===== src/rtl/instr_fetch_if.sv =====
// Fetch-unit bundle: instruction-memory request/response, redirect from the
// branch unit and the valid/ready handshake towards decode.
interface instr_fetch_if #(
  parameter int XLEN = 32
);
  logic            imem_req_valid;
  logic            imem_req_ready;
  logic [XLEN-1:0] imem_req_addr;
  logic            imem_rsp_valid;
  logic [XLEN-1:0] imem_rsp_data;
  logic            redirect_valid;
  logic [XLEN-1:0] redirect_pc;
  logic            instr_valid;
  logic            instr_ready;
  logic [XLEN-1:0] instr_data;
  logic [XLEN-1:0] instr_pc;
  logic [6:0]      instr_opcode;

  modport master (
    output imem_req_valid, imem_req_addr, instr_valid, instr_data, instr_pc, instr_opcode,
    input  imem_req_ready, imem_rsp_valid, imem_rsp_data, redirect_valid, redirect_pc, instr_ready
  );

  modport slave (
    input  imem_req_valid, imem_req_addr, instr_valid, instr_data, instr_pc, instr_opcode,
    output imem_req_ready, imem_rsp_valid, imem_rsp_data, redirect_valid, redirect_pc, instr_ready
  );
endinterface


===== src/rtl/instr_fetch_unit.sv =====
// Instruction fetch front end: owns the PC, issues in-order word reads with
// credit-based flow control and buffers returned words for decode.
//
// state   | meaning
// FETCH   | no stale responses pending, returned words go to the buffer
// DROP    | drop_cnt responses from before a redirect still to be discarded
module instr_fetch_unit #(
  parameter int              XLEN     = 32,
  parameter logic [XLEN-1:0] RESET_PC = '0,
  parameter int              DEPTH    = 2
) (
  input  logic          clk,
  input  logic          rst_n,
  instr_fetch_if.master fetch_bus
);
  localparam int PTR_W = $clog2(DEPTH);
  localparam int CNT_W = PTR_W + 1;
  localparam int SUM_W = CNT_W + 1;

  typedef enum logic {S_FETCH, S_DROP} state_t;

  state_t           r_state;
  logic [XLEN-1:0]  r_fetch_pc;
  logic [CNT_W-1:0] r_outstanding;
  logic [CNT_W-1:0] r_drop_cnt;
  logic [CNT_W-1:0] r_occ;
  logic [XLEN-1:0]  r_pcq [DEPTH];
  logic [PTR_W-1:0] r_pcq_wr;
  logic [PTR_W-1:0] r_pcq_rd;
  logic [XLEN-1:0]  r_buf_pc [DEPTH];
  logic [XLEN-1:0]  r_buf_data [DEPTH];
  logic [PTR_W-1:0] r_buf_wr;
  logic [PTR_W-1:0] r_buf_rd;

  logic             w_redirect;
  logic             w_instr_valid;
  logic             w_pop;
  logic [CNT_W-1:0] w_occ_after;
  logic             w_credit;
  logic             w_req_valid;
  logic             w_accept;
  logic             w_rsp;
  logic             w_push;
  logic [CNT_W-1:0] w_drop_next;
  logic [XLEN-1:0]  w_head_data;

  assign w_redirect    = fetch_bus.redirect_valid;
  assign w_instr_valid = (r_occ != '0);
  assign w_pop         = w_instr_valid && fetch_bus.instr_ready && !w_redirect;
  assign w_occ_after   = r_occ - CNT_W'(w_pop);
  // Reserve a buffer slot for every in-flight request so a response can never overflow.
  assign w_credit      = ({1'b0, r_outstanding} + {1'b0, w_occ_after}) < SUM_W'(DEPTH);
  assign w_req_valid   = rst_n && !w_redirect && w_credit;
  assign w_accept      = w_req_valid && fetch_bus.imem_req_ready;
  assign w_rsp         = fetch_bus.imem_rsp_valid && (r_outstanding != '0);
  assign w_push        = w_rsp && !w_redirect && (r_state == S_FETCH);
  assign w_drop_next   = r_outstanding - CNT_W'(w_rsp);
  assign w_head_data   = r_buf_data[r_buf_rd];

  assign fetch_bus.imem_req_valid = w_req_valid;
  assign fetch_bus.imem_req_addr  = r_fetch_pc;
  assign fetch_bus.instr_valid    = w_instr_valid;
  assign fetch_bus.instr_data     = w_head_data;
  assign fetch_bus.instr_pc       = r_buf_pc[r_buf_rd];
  assign fetch_bus.instr_opcode   = w_head_data[6:0];

  always_ff @(posedge clk) begin
    if (!rst_n) begin
      r_state       <= S_FETCH;
      r_fetch_pc    <= RESET_PC;
      r_outstanding <= '0;
      r_drop_cnt    <= '0;
      r_occ         <= '0;
      r_pcq_wr      <= '0;
      r_pcq_rd      <= '0;
      r_buf_wr      <= '0;
      r_buf_rd      <= '0;
      for (int i = 0; i < DEPTH; i++) begin
        r_pcq[i]      <= '0;
        r_buf_pc[i]   <= '0;
        r_buf_data[i] <= '0;
      end
    end else begin
      if (w_accept) begin
        r_pcq[r_pcq_wr] <= r_fetch_pc;
        r_pcq_wr        <= r_pcq_wr + PTR_W'(1);
      end
      if (w_rsp) begin
        r_pcq_rd <= r_pcq_rd + PTR_W'(1);
      end
      r_outstanding <= r_outstanding + CNT_W'(w_accept) - CNT_W'(w_rsp);

      if (w_redirect) begin
        r_fetch_pc <= fetch_bus.redirect_pc & ~XLEN'(3);
        r_occ      <= '0;
        r_buf_wr   <= r_buf_rd;
        r_drop_cnt <= w_drop_next;
        r_state    <= (w_drop_next != '0) ? S_DROP : S_FETCH;
      end else begin
        if (w_accept) begin
          r_fetch_pc <= r_fetch_pc + XLEN'(4);
        end
        if (w_push) begin
          r_buf_pc[r_buf_wr]   <= r_pcq[r_pcq_rd];
          r_buf_data[r_buf_wr] <= fetch_bus.imem_rsp_data;
          r_buf_wr             <= r_buf_wr + PTR_W'(1);
        end
        if (w_pop) begin
          r_buf_rd <= r_buf_rd + PTR_W'(1);
        end
        r_occ <= r_occ + CNT_W'(w_push) - CNT_W'(w_pop);
        case (r_state)
          S_FETCH: r_state <= S_FETCH;
          S_DROP: begin
            if (w_rsp) begin
              r_drop_cnt <= r_drop_cnt - CNT_W'(1);
              if (r_drop_cnt == CNT_W'(1)) begin
                r_state <= S_FETCH;
              end
            end
          end
          default: r_state <= S_FETCH;
        endcase
      end
    end
  end
endmodule

===== src/flat_wrapper.sv =====
// flat-port wrapper written by rule: the top's interface ports become plain ports
module instr_fetch_unit_flat 
#(
  parameter int              XLEN     = 32,
  parameter logic [XLEN-1:0] RESET_PC = '0,
  parameter int              DEPTH    = 2
)
  (clk, rst_n, fetch_bus_imem_req_valid, fetch_bus_imem_req_addr, fetch_bus_instr_valid, fetch_bus_instr_data, fetch_bus_instr_pc, fetch_bus_instr_opcode, fetch_bus_imem_req_ready, fetch_bus_imem_rsp_valid, fetch_bus_imem_rsp_data, fetch_bus_redirect_valid, fetch_bus_redirect_pc, fetch_bus_instr_ready);
  instr_fetch_if #(.XLEN(XLEN)) fetch_bus_i ();
  input  logic clk;
  input  logic rst_n;
  output wire logic [$bits(fetch_bus_i.imem_req_valid)-1:0] fetch_bus_imem_req_valid;
  output wire logic [$bits(fetch_bus_i.imem_req_addr)-1:0] fetch_bus_imem_req_addr;
  output wire logic [$bits(fetch_bus_i.instr_valid)-1:0] fetch_bus_instr_valid;
  output wire logic [$bits(fetch_bus_i.instr_data)-1:0] fetch_bus_instr_data;
  output wire logic [$bits(fetch_bus_i.instr_pc)-1:0] fetch_bus_instr_pc;
  output wire logic [$bits(fetch_bus_i.instr_opcode)-1:0] fetch_bus_instr_opcode;
  input wire logic [$bits(fetch_bus_i.imem_req_ready)-1:0] fetch_bus_imem_req_ready;
  input wire logic [$bits(fetch_bus_i.imem_rsp_valid)-1:0] fetch_bus_imem_rsp_valid;
  input wire logic [$bits(fetch_bus_i.imem_rsp_data)-1:0] fetch_bus_imem_rsp_data;
  input wire logic [$bits(fetch_bus_i.redirect_valid)-1:0] fetch_bus_redirect_valid;
  input wire logic [$bits(fetch_bus_i.redirect_pc)-1:0] fetch_bus_redirect_pc;
  input wire logic [$bits(fetch_bus_i.instr_ready)-1:0] fetch_bus_instr_ready;
  assign fetch_bus_imem_req_valid = fetch_bus_i.imem_req_valid;
  assign fetch_bus_imem_req_addr = fetch_bus_i.imem_req_addr;
  assign fetch_bus_instr_valid = fetch_bus_i.instr_valid;
  assign fetch_bus_instr_data = fetch_bus_i.instr_data;
  assign fetch_bus_instr_pc = fetch_bus_i.instr_pc;
  assign fetch_bus_instr_opcode = fetch_bus_i.instr_opcode;
  assign fetch_bus_i.imem_req_ready = fetch_bus_imem_req_ready;
  assign fetch_bus_i.imem_rsp_valid = fetch_bus_imem_rsp_valid;
  assign fetch_bus_i.imem_rsp_data = fetch_bus_imem_rsp_data;
  assign fetch_bus_i.redirect_valid = fetch_bus_redirect_valid;
  assign fetch_bus_i.redirect_pc = fetch_bus_redirect_pc;
  assign fetch_bus_i.instr_ready = fetch_bus_instr_ready;
  instr_fetch_unit #(.XLEN(XLEN), .RESET_PC(RESET_PC), .DEPTH(DEPTH)) u_core (.clk(clk), .rst_n(rst_n), .fetch_bus(fetch_bus_i));
endmodule

===== config.mk =====
export PLATFORM = sky130hd
export DESIGN_NAME = instr_fetch_unit_flat
export DESIGN_NICKNAME = d
export VERILOG_FILES = /design/src/rtl/instr_fetch_if.sv /design/src/rtl/instr_fetch_unit.sv /design/src/flat_wrapper.sv
export SDC_FILE = /design/constraint.sdc
export NUM_CORES = 1
export LEC_CHECK = 0
export ABC_AREA = 1
export CAP_MARGIN = 15
export CORE_UTILIZATION = 30
export DETAILED_ROUTE_END_ITERATION = 7
export GPL_TIMING_DRIVEN = 1
export HOLD_SLACK_MARGIN = 0.08
export PLACE_DENSITY = 0.51
export SLEW_MARGIN = 20
export SYNTH_ARGS = -nofsm -noshare
export SYNTH_HDL_FRONTEND = slang
export SYNTH_SLANG_ARGS = --single-unit

===== constraint.sdc =====
create_clock -name clk -period 8.95 [get_ports clk]
set_input_delay 1.79 -clock clk [delete_from_list [all_inputs] [get_ports clk]]
set_output_delay 1.79 -clock clk [all_outputs]
set_load 0.05 [all_outputs]

==> metrics.csv, run 1 <==
stage;metric;value;unit
status;status;finished clean;
clocking;cts_setup_buffers;0;
synth;synth_edf_count;184;
clocking;cts-buffers-inserted;26;
grt;antenna_found_initial;0;
power;ir_drop;0.129;mV
setup_path;cp_top_family;buffers and inverters;
clocking;htreeDepth;1;
setup_path;cp_slowest_cell;clkdlybuf4s50_1;
setup_path;end_kind;output port;
grt;grt_pass1_vias;7268;
worst_hold_path;min_path_type;reg -> reg;
synth;syn_area;10600;um^2
synth;yosysMostFrequentCell;nor2_1;
place;dpl.hpwl;16000;um
setup_path;cp.arrival;4.80;ns
cells_and_area;area_growth;26.7;%
power;finalPower;2.78;mW
setup_path;crit_path_frequent_cell;nand2_1;
sta;relSlewSlack;37.2;%
setup_path;cp_slowest_stage_delay;0.82;ns
sta;setup_violations;0;
grt;grt_pass1_wl;39500;um
place;gp_congestion;0.835;
cells_and_area;layout-drive-gt1-share;12.8;%
grt;gr-usage-all-layers;14.0;%
clocking;cts_resized;0;
flow_run;maxCapViolCount;0;
clocking;cts.reportedPaths.clkPinSlew;0.06;ns
synth;synth_seq_cells;227;
sta;period_needed;6.59;ns
drt;antenna_violating_nets_post_route;0;
cells_and_area;n_fill_cell;3402;
drt;drt-initial-drc-count;382;
synth;synth_compound_area_share;4.11;%
die;die_h;190;um
synth;synth.yosys.seq_area_share;60.2;%
cells_and_area;diodes;0;
synth;synth_top_area_cell;edfxtp_1;
sta;rsz0062_at_grt;false;
setup_path;r2r_cells;12;
synth;avgSynthCellArea;10.6;um^2
setup_path;cp_max_fo;34;
setup_path;cp.depth;11;
die;fp.dieW;190;um
cells_and_area;nNetsFinal;1229;
clocking;cts_hold_buffers;0;
synth;synth_mux_area_share;9.42;%
sta;fmax;152;MHz
setup_path;critPathBufInv;5;
sta;period_share;73.7;%
setup_path;worst_setup_path_start_kind;primary input;
worst_hold_path;whs_path_depth;1;
synth;synth-simple-area-share;17.0;%
grt;grt_overflow_total;0;
clocking;clock-sinks;227;
grt;grt_max_degree;64;
clocking;clock_path_buffers;3;
clocking;insertion_delay;0.53;ns
sta;finalMaxSlewViolations;0;
sta;fin_tns_setup;0;ns
drt;vias_per_cell;4.44;
synth;synth_adder_area_share;0.779;%
drt;wl_per_cell;15.7;um
die;io_pins;175;
synth;synth-main-ff-cell;edfxtp_1;
drt;via_count;7226;
synth;synthDominantCellAreaShare;52.1;%
synth;syn_inst;999;
clocking;cts_root_buf;clkbuf_16;
sta;hold_viol;0;
place;port_buffers;168;
die;core;34600;um^2
setup_path;path_class;in -> out;
sta;tightest_slew;0.942;ns
drt;drc;0;
synth;synth.distinct_cells;39;
drt;dr.pass1.iters;5;
setup_path;cp.required;7.16;ns
synth;synth_xor_area_share;0.744;%
die;rows;68;
power;p_leak;4.93;nW
sta;clock_skew;0.0181;ns
drt;wl;25500;um
die;initial_core_util;30.6;%
clocking;cts_tree;yes;
synth;async_reset_ff_share;0;%
die;dieArea;36100;um^2
synth;synth_top_family_by_area;simple AND/OR/NAND/NOR gates;
synth;yosys-top-cells-area;edfxtp_1 52%, dfxtp_1 8.1%, nor2_1 8.0%, mux2_2 6.6%, nand2_1 4.9%;
power;power_density;207;nW/um^2
synth;ys_warn_count;0;
synth;synthTopCellsByCount;227 x nor2_1, 184 x edfxtp_1, 137 x nand2_1;
setup_path;cp_cell_sequence;clkdlybuf4s50_1 > buf_4 > inv_4 > nand2_1 > inv_1 > o21ai_0 > nand2_1 > fa_1 > nand2_1 > nor2_4 > clkdlybuf4s50_1;
through the flow:
stage          setup slack (ns)  hold slack, ns  cells  util (%)  area (um^2)
2_1_floorplan              3.81           0.425   1002         -        10600
3_3_place_gp               2.35           0.435   1580      36.2        12500
3_5_place_dp               2.36           0.443   1580      36.2        12500
4_1_cts                    2.33           0.455   1628      38.8        13400
5_1_grt                    2.09           0.498   1628      38.8        13400
6_report                   2.36           0.456   1628      38.8        13400
layout make-up:
class	instances	area [um^2]	share of cell area, %
flip-flops and latches	227	6390	47.5
clock inverters	11	155	1.15
clock buffers	37	743	5.53
multi-input cells	612	3410	25.4
repair buffers	178	1760	13.1
inverters	108	409	3.05
well taps	455	569	4.24
flip-flops by register name, summed over array words and instances, names as in the netlist, named ones only:
register and cells:
u_core.r_state 1, u_core.r_buf_data 64, u_core.r_pcq_rd 1, u_core.r_drop_cnt 2, u_core.r_outstanding 2, u_core.fetch_bus.imem_req_addr 30
u_core.r_pcq 60, u_core.r_pcq_wr 1, u_core.r_occ 2, u_core.r_buf_wr 1, u_core.r_buf_pc 60, u_core.r_buf_rd 1
worst paths after layout:
path	to	slack, ns	from
worst max-delay path	fetch_bus_imem_req_valid	2.36	fetch_bus_redirect_valid
worst min-delay path	flop	0.46	u_core.r_pcq_rd
worst max register to register	u_core.r_pcq[0][26]	5.73	u_core.r_occ[0]
worst min register to register	flop	0.46	u_core.r_pcq_rd
cell families (layout without fill, tap and decap cells):
logic type                 after synthesis  after routing
DFF                                    227            227
AOI/OAI and AO/OA                       76             76
xor gates and xnor gates                 9              9
buffers and inverters                  163            334
adders and majority gates                6              6
other                                    1              4
and+or+nand+nor                        425            425
muxes                                   92             92
routing by layer:
metal / routed length, um / GRT usage [%] / vias up
li1: - / - / 3588
met1: 12000 / 19.0 / 3410
met2: 11600 / 23.0 / 194
met3: 1580 / 2.66 / 34
met4: 385 / 3.26 / 0
met5: 0 / 0 / -
where the power goes:
part | internal, mW | leakage, nW | switching, mW
combinational | 0.151 | 2.23 | 0.287
sequential | 1.21 | 2.26 | 0.0295
clock | 0.691 | 0.438 | 0.418
placed cells by master, fill, tap and decap left out, types with 2 or more instances in the layout:
cell type        Yosys  final
clkinv_2             1      5
a21oi_2              5      5
clkinv_1             0      2
o21ai_1             14     14
xnor2_1              2      2
a31oi_2              2      2
buf_4               14     10
clkbuf_16            0     27
a31oi_1              5      5
nand3_2              5      5
conb_1               1      4
or2_2                2      2
nand3_4              2      2
nor2_4               7      7
mux2i_1             30     30
ha_1                 5      5
clkbuf_1             8      7
inv_1              105    105
a21oi_1             25     25
nand3_1             33     33
clkdlybuf4s50_1      0    168
nand2_2              5      7
o21ai_0             22     22
mux2_2              62     62
bufinv_16            0      4
edfxtp_1           184    184
nand2_4              3      3
xor2_1               7      7
dfxtp_1             43     42
clkbuf_8             0      3
o211ai_1             2      2
nor2_1             227    227
and2_1               2      2
nand2_1            137    135
No activity file was read; power rests on OpenSTA's default activity.
==> run 2: changes to the inputs <==
- clock period: 8.95 -> 6.2 ns (I/O delays scaled with it)
==> metrics.csv, run 2 (synthesized netlist as in run 1, its figures left out) <==
stage;metric;value;unit
grt;antenna_found_initial;0;
sta;tightest_slew;0.891;ns
die;rows;68;
sta;period_needed;4.50;ns
setup_path;end_kind;output port;
power;power_density;287;nW/um^2
cells_and_area;nNetsFinal;1232;
power;netSwitchingPower;1.03;mW
setup_path;cp_slowest_cell;fa_1;
drt;via_count;7239;
power;clockPowerShare;36.9;%
clocking;htreeDepth;1;
setup_path;cp_slowest_stage_delay;0.49;ns
sta;period_share;72.6;%
power;sw_frac_of_total;27.0;%
setup_path;cp.required;4.96;ns
flow_run;maxCapViolCount;0;
power;p_seq_share;46.6;%
sta;hold_ws;0.454;ns
clocking;cts-buffers-inserted;25;
setup_path;cp_cell_sequence;clkdlybuf4s50_1 > inv_4 > nand2_1 > inv_1 > nand3_1 > o21ai_0 > nand2_1 > fa_1 > nand2_1 > nor2_4 > buf_4;
sta;fin_tns_setup;0;ns
cells_and_area;layout_common_cells;227 x nor2_1, 184 x edfxtp_1, 167 x clkdlybuf4s50_1;
power;ir_drop;0.183;mV
drt;dr.pass1.iters;5;
drt;vias_per_cell;4.44;
grt;grt_max_degree;63;
cells_and_area;layout-drive-gt1-share;12.9;%
setup_path;path_class;in -> out;
die;initial_core_util;30.6;%
drt;drt-initial-drc-count;365;
clocking;clock-sinks;227;
setup_path;critPathBufInv;4;
sta;rsz0062_at_grt;false;
cells_and_area;seq_area;6390;um^2
clocking;insertion_delay;0.53;ns
clocking;cts_hold_buffers;0;
worst_hold_path;whs_path_depth;1;
die;fp.dieW;190;um
place;dpl.hpwl;16200;um
clocking;cts_setup_buffers;0;
drt;drc;0;
drt;wl;25200;um
die;dieArea;36100;um^2
setup_path;crit_path_frequent_cell;nand2_1;
cells_and_area;diodes;0;
sta;clock_skew;0.0202;ns
setup_path;cp_top_family;buffers and inverters;
power;p_leak;4.90;nW
setup_path;cp.arrival;3.26;ns
clocking;cts_root_buf;clkbuf_16;
setup_path;r2r_cells;12;
setup_path;worst_setup_path_start_kind;primary input;
power;p_int;2.79;mW
cells_and_area;layout_commonest_cell;nor2_1;
clocking;clock_path_buffers;3;
setup_path;cp_max_fo;11;
sta;finalMaxSlewViolations;0;
clocking;cts_resized;0;
die;io_pins;175;
grt;grt_overflow_total;0;
power;pwr-share-comb;16.4;%
clocking;cts.reportedPaths.clkPinSlew;0.06;ns
cells_and_area;max_flop_register;u_core.r_buf_data;
setup_path;r2r-start;u_core.r_occ[0];
drt;antenna_violating_nets_post_route;0;
cells_and_area;top_regs;u_core.r_buf_data (64), u_core.r_buf_pc (60), u_core.r_pcq (60);
sta;setup_violations;0;
grt;gr-usage-all-layers;13.9;%
cells_and_area;multiInputGateArea;3420;um^2
drt;wl_per_cell;15.4;um
place;gp_congestion;0.803;
sta;hold_viol;0;
clocking;cts_tree;yes;
worst_hold_path;min-delay-start;u_core.r_pcq_rd;
grt;grt_pass1_wl;39400;um
die;core;34600;um^2
status;status;finished clean;
cells_and_area;largest_reg_flops;64;
sta;relSlewSlack;40.6;%
grt;grt_pass1_vias;7186;
cells_and_area;n_fill_cell;3449;
sta;fmax;222;MHz
place;port_buffers;168;
setup_path;cp.depth;11;
setup_path;critPathLaunch;fetch_bus_redirect_valid;
worst_hold_path;min_path_type;reg -> reg;
cells_and_area;area_growth;25.9;%
die;die_h;190;um
[run 2: cell types whose count changed in the layout (fill, tap and decap cells not counted), sizes merged]
cell and change:
buf +5, bufinv -3, clkdlybuf4s50 -1, clkinv +1, clkinvlp -1, inv +1
[run 2: path summary, 6_finish.rpt]
check / to / slack, ns
worst min register to register: u_core.r_pcq_rd / 0.45
worst min-delay path: u_core.r_pcq_rd / 0.45
worst max register to register: u_core.r_pcq[1][19] / 3.07
worst max-delay path: fetch_bus_imem_req_valid / 1.70
[run 2: power groups by stage]
stage	Clock (mW)	Sequential [mW]	Combinational, mW
floorplan	0	1.85	0.395
finish	1.41	1.78	0.629
global route	1.51	1.79	0.680
detailed placement	0	1.82	0.636
CTS	1.46	1.79	0.639
global placement	0	1.81	0.635
[run 2: worst reg2reg max path, cell delays in order (launching register included)]
cell and delay (ns):
dfxtp_1 0.32, inv_1 0.05, o21ai_0 0.22, nand2_1 0.10, fa_1 0.49, nand2_1 0.08
nor2_4 0.15, nand2_4 0.09, clkinv_2 0.39, nand2_1 0.10, buf_4 0.27, nand2_1 0.12
buf_4 0.39
[run 2: through the flow]
stage	cells	worst slack, ns	util [%]	power, mW	instance area [um^2]
floorplan	1002	1.90	-	2.24	10600
global placement	1584	1.33	36.3	2.45	12600
detailed placement	1584	1.36	36.3	2.45	12600
CTS	1630	1.66	38.5	3.88	13300
global route	1630	1.53	38.5	3.99	13300
finish	1630	1.70	38.5	3.83	13300
[run 2: layout make-up]
cell class                 instances  share of cell area (%)
clock buffer                      37                    5.32
tap                              455                    4.26
sequential                       227                    47.8
clock inverter                     9                   0.525
multi-input combinational        612                    25.6
inverter                         108                    3.06
timing repair buffer             182                    13.4
[run 2: layer usage]
| metal | global-route usage [%] | share of wire [%] |
|---|---|---|
| met1 | 19.3 | 47 |
| met2 | 22.3 | 45 |
| met3 | 2.23 | 5.9 |
| met4 | 3.78 | 2.0 |
| met5 | 0 | 0 |
==> run 3: changes to the inputs <==
- PLACE_DENSITY: 0.51 -> 0.53
- clock period: 6.2 -> 3.7 ns (I/O delays scaled with it)
==> metrics.csv, run 3 (synthesized netlist as in run 1, its figures left out) <==
stage;metric;value;unit
place;place_inst;1590;
setup_path;r2r-start;u_core.r_occ[0];
clocking;cts_resized;0;
cells_and_area;n_fill_cell;3394;
clocking;clock-sinks;227;
place;port_buffers;168;
sta;hold_ws;0.470;ns
setup_path;path_class;in -> out;
cells_and_area;area_growth;27.6;%
drt;dr.pass1.iters;4;
die;core;34600;um^2
die;rows;68;
die;dieArea;36100;um^2
grt;grt_pass1_wl;39000;um
die;die_h;190;um
power;finalPower;6.50;mW
drt;antenna_violating_nets_post_route;0;
cells_and_area;layout-drive-gt1-share;13.2;%
power;sw_frac_of_total;27.5;%
clocking;cts_root_buf;clkbuf_16;
drt;wl_per_cell;15.3;um
drt;drc;0;
sta;period_share;92.1;%
cells_and_area;nNetsFinal;1240;
clocking;clock_path_buffers;3;
drt;via_count;7197;
clocking;cts.reportedPaths.clkPinSlew;0.06;ns
sta;finalMaxSlewViolations;0;
grt;gr-usage-all-layers;13.9;%
die;fp.dieW;190;um
flow_run;maxCapViolCount;0;
place;dpl.hpwl;16500;um
setup_path;cp_max_fo;3;
place;place_area;12700;um^2
cells_and_area;stdcell_count;1639;
sta;fmax;294;MHz
power;ir_drop;0.339;mV
sta;hold_viol;0;
clocking;cts_tree;yes;
cells_and_area;diodes;0;
sta;clock_skew;0.0199;ns
power;netSwitchingPower;1.79;mW
power;p_leak;4.97;nW
cells_and_area;utilization;39.1;%
sta;setup_violations;0;
setup_path;cp.arrival;2.67;ns
power;p_int;4.71;mW
power;pwr-share-comb;16.6;%
sta;period_needed;3.41;ns
power;power_density;480;nW/um^2
power;clockPowerShare;37.4;%
sta;fin_ws;0.293;ns
setup_path;worst_setup_path_start_kind;primary input;
drt;drt-initial-drc-count;427;
clocking;cts_hold_buffers;0;
sta;tightest_slew;0.608;ns
setup_path;critPathLaunch;fetch_bus_redirect_valid;
sta;relSlewSlack;59.3;%
status;status;finished clean;
clocking;htreeDepth;1;
clocking;insertion_delay;0.54;ns
clocking;cts-buffers-inserted;27;
worst_hold_path;min-delay-start;u_core.r_pcq_wr;
grt;grt_overflow_total;0;
grt;grt_max_degree;63;
place;dpl_worst_slack;0.205;ns
cells_and_area;max_flop_register;u_core.r_buf_data;
die;initial_core_util;30.6;%
power;p_seq_share;46.0;%
cells_and_area;top_regs;u_core.r_buf_data (64), u_core.r_buf_pc (60), u_core.r_pcq (60);
grt;grt_pass1_vias;6996;
cells_and_area;layout_commonest_cell;nor2_1;
cells_and_area;fin_area;13500;um^2
setup_path;end_kind;output port;
clocking;cts_setup_buffers;0;
worst_hold_path;min_path_type;reg -> reg;
die;io_pins;175;
grt;antenna_found_initial;0;
setup_path;cp.required;2.96;ns
sta;fin_tns_setup;0;ns
cells_and_area;largest_reg_flops;64;
cells_and_area;layout_common_cells;227 x nor2_1, 184 x edfxtp_1, 167 x clkdlybuf4s50_1;
sta;rsz0062_at_grt;false;
drt;wl;25000;um
drt;vias_per_cell;4.39;
place;gp_congestion;0.848;
[run 3: cell type report]
class	count	area, um^2	area share (%)
Multi-Input combinational cell	612	3420	25.2
Clock inverter	15	103	0.758
Inverter	108	409	3.02
Tap cell	455	569	4.21
Sequential cell	227	6390	47.2
Clock buffer	34	702	5.19
Timing Repair Buffer	188	1940	14.4
[run 3: worst paths after layout]
path | slack [ns] | end | depth (start not counted)
setup reg to reg | 1.24 | u_core.r_pcq[1][23] | 11
hold reg to reg | 0.47 | u_core.r_pcq_wr | 2
hold / removal | 0.47 | u_core.r_pcq_wr | 2
setup / recovery | 0.29 | fetch_bus_imem_req_valid | 10
[run 3: power groups by stage]
stage,clock (mW),sequential (mW),combinational (mW)
floorplan,0,3.10,0.662
global placement,0,3.04,1.09
detailed placement,0,3.04,1.09
CTS,2.50,2.99,1.09
global route,2.58,3.01,1.16
finish,2.43,2.99,1.08
[run 3: worst max-delay path, stage by stage]
cell and delay [ns]:
clkdlybuf4s50_1 0.52, inv_4 0.04, nand2_1 0.05, inv_1 0.05, o21ai_0 0.22, nand2_1 0.11
fa_1 0.50, nand2_1 0.10, nor2_4 0.18, buf_12 0.15
[run 3: metal layers]
metal	GRT usage (%)	wire length, um	part of all wire, %	vias up
met5	0	0	0	-
met2	21.9	11200	45	206
met3	2.40	1490	6.0	32
met1	19.6	11800	47	3341
li1	-	-	-	3618
met4	3.66	536	2.1	0
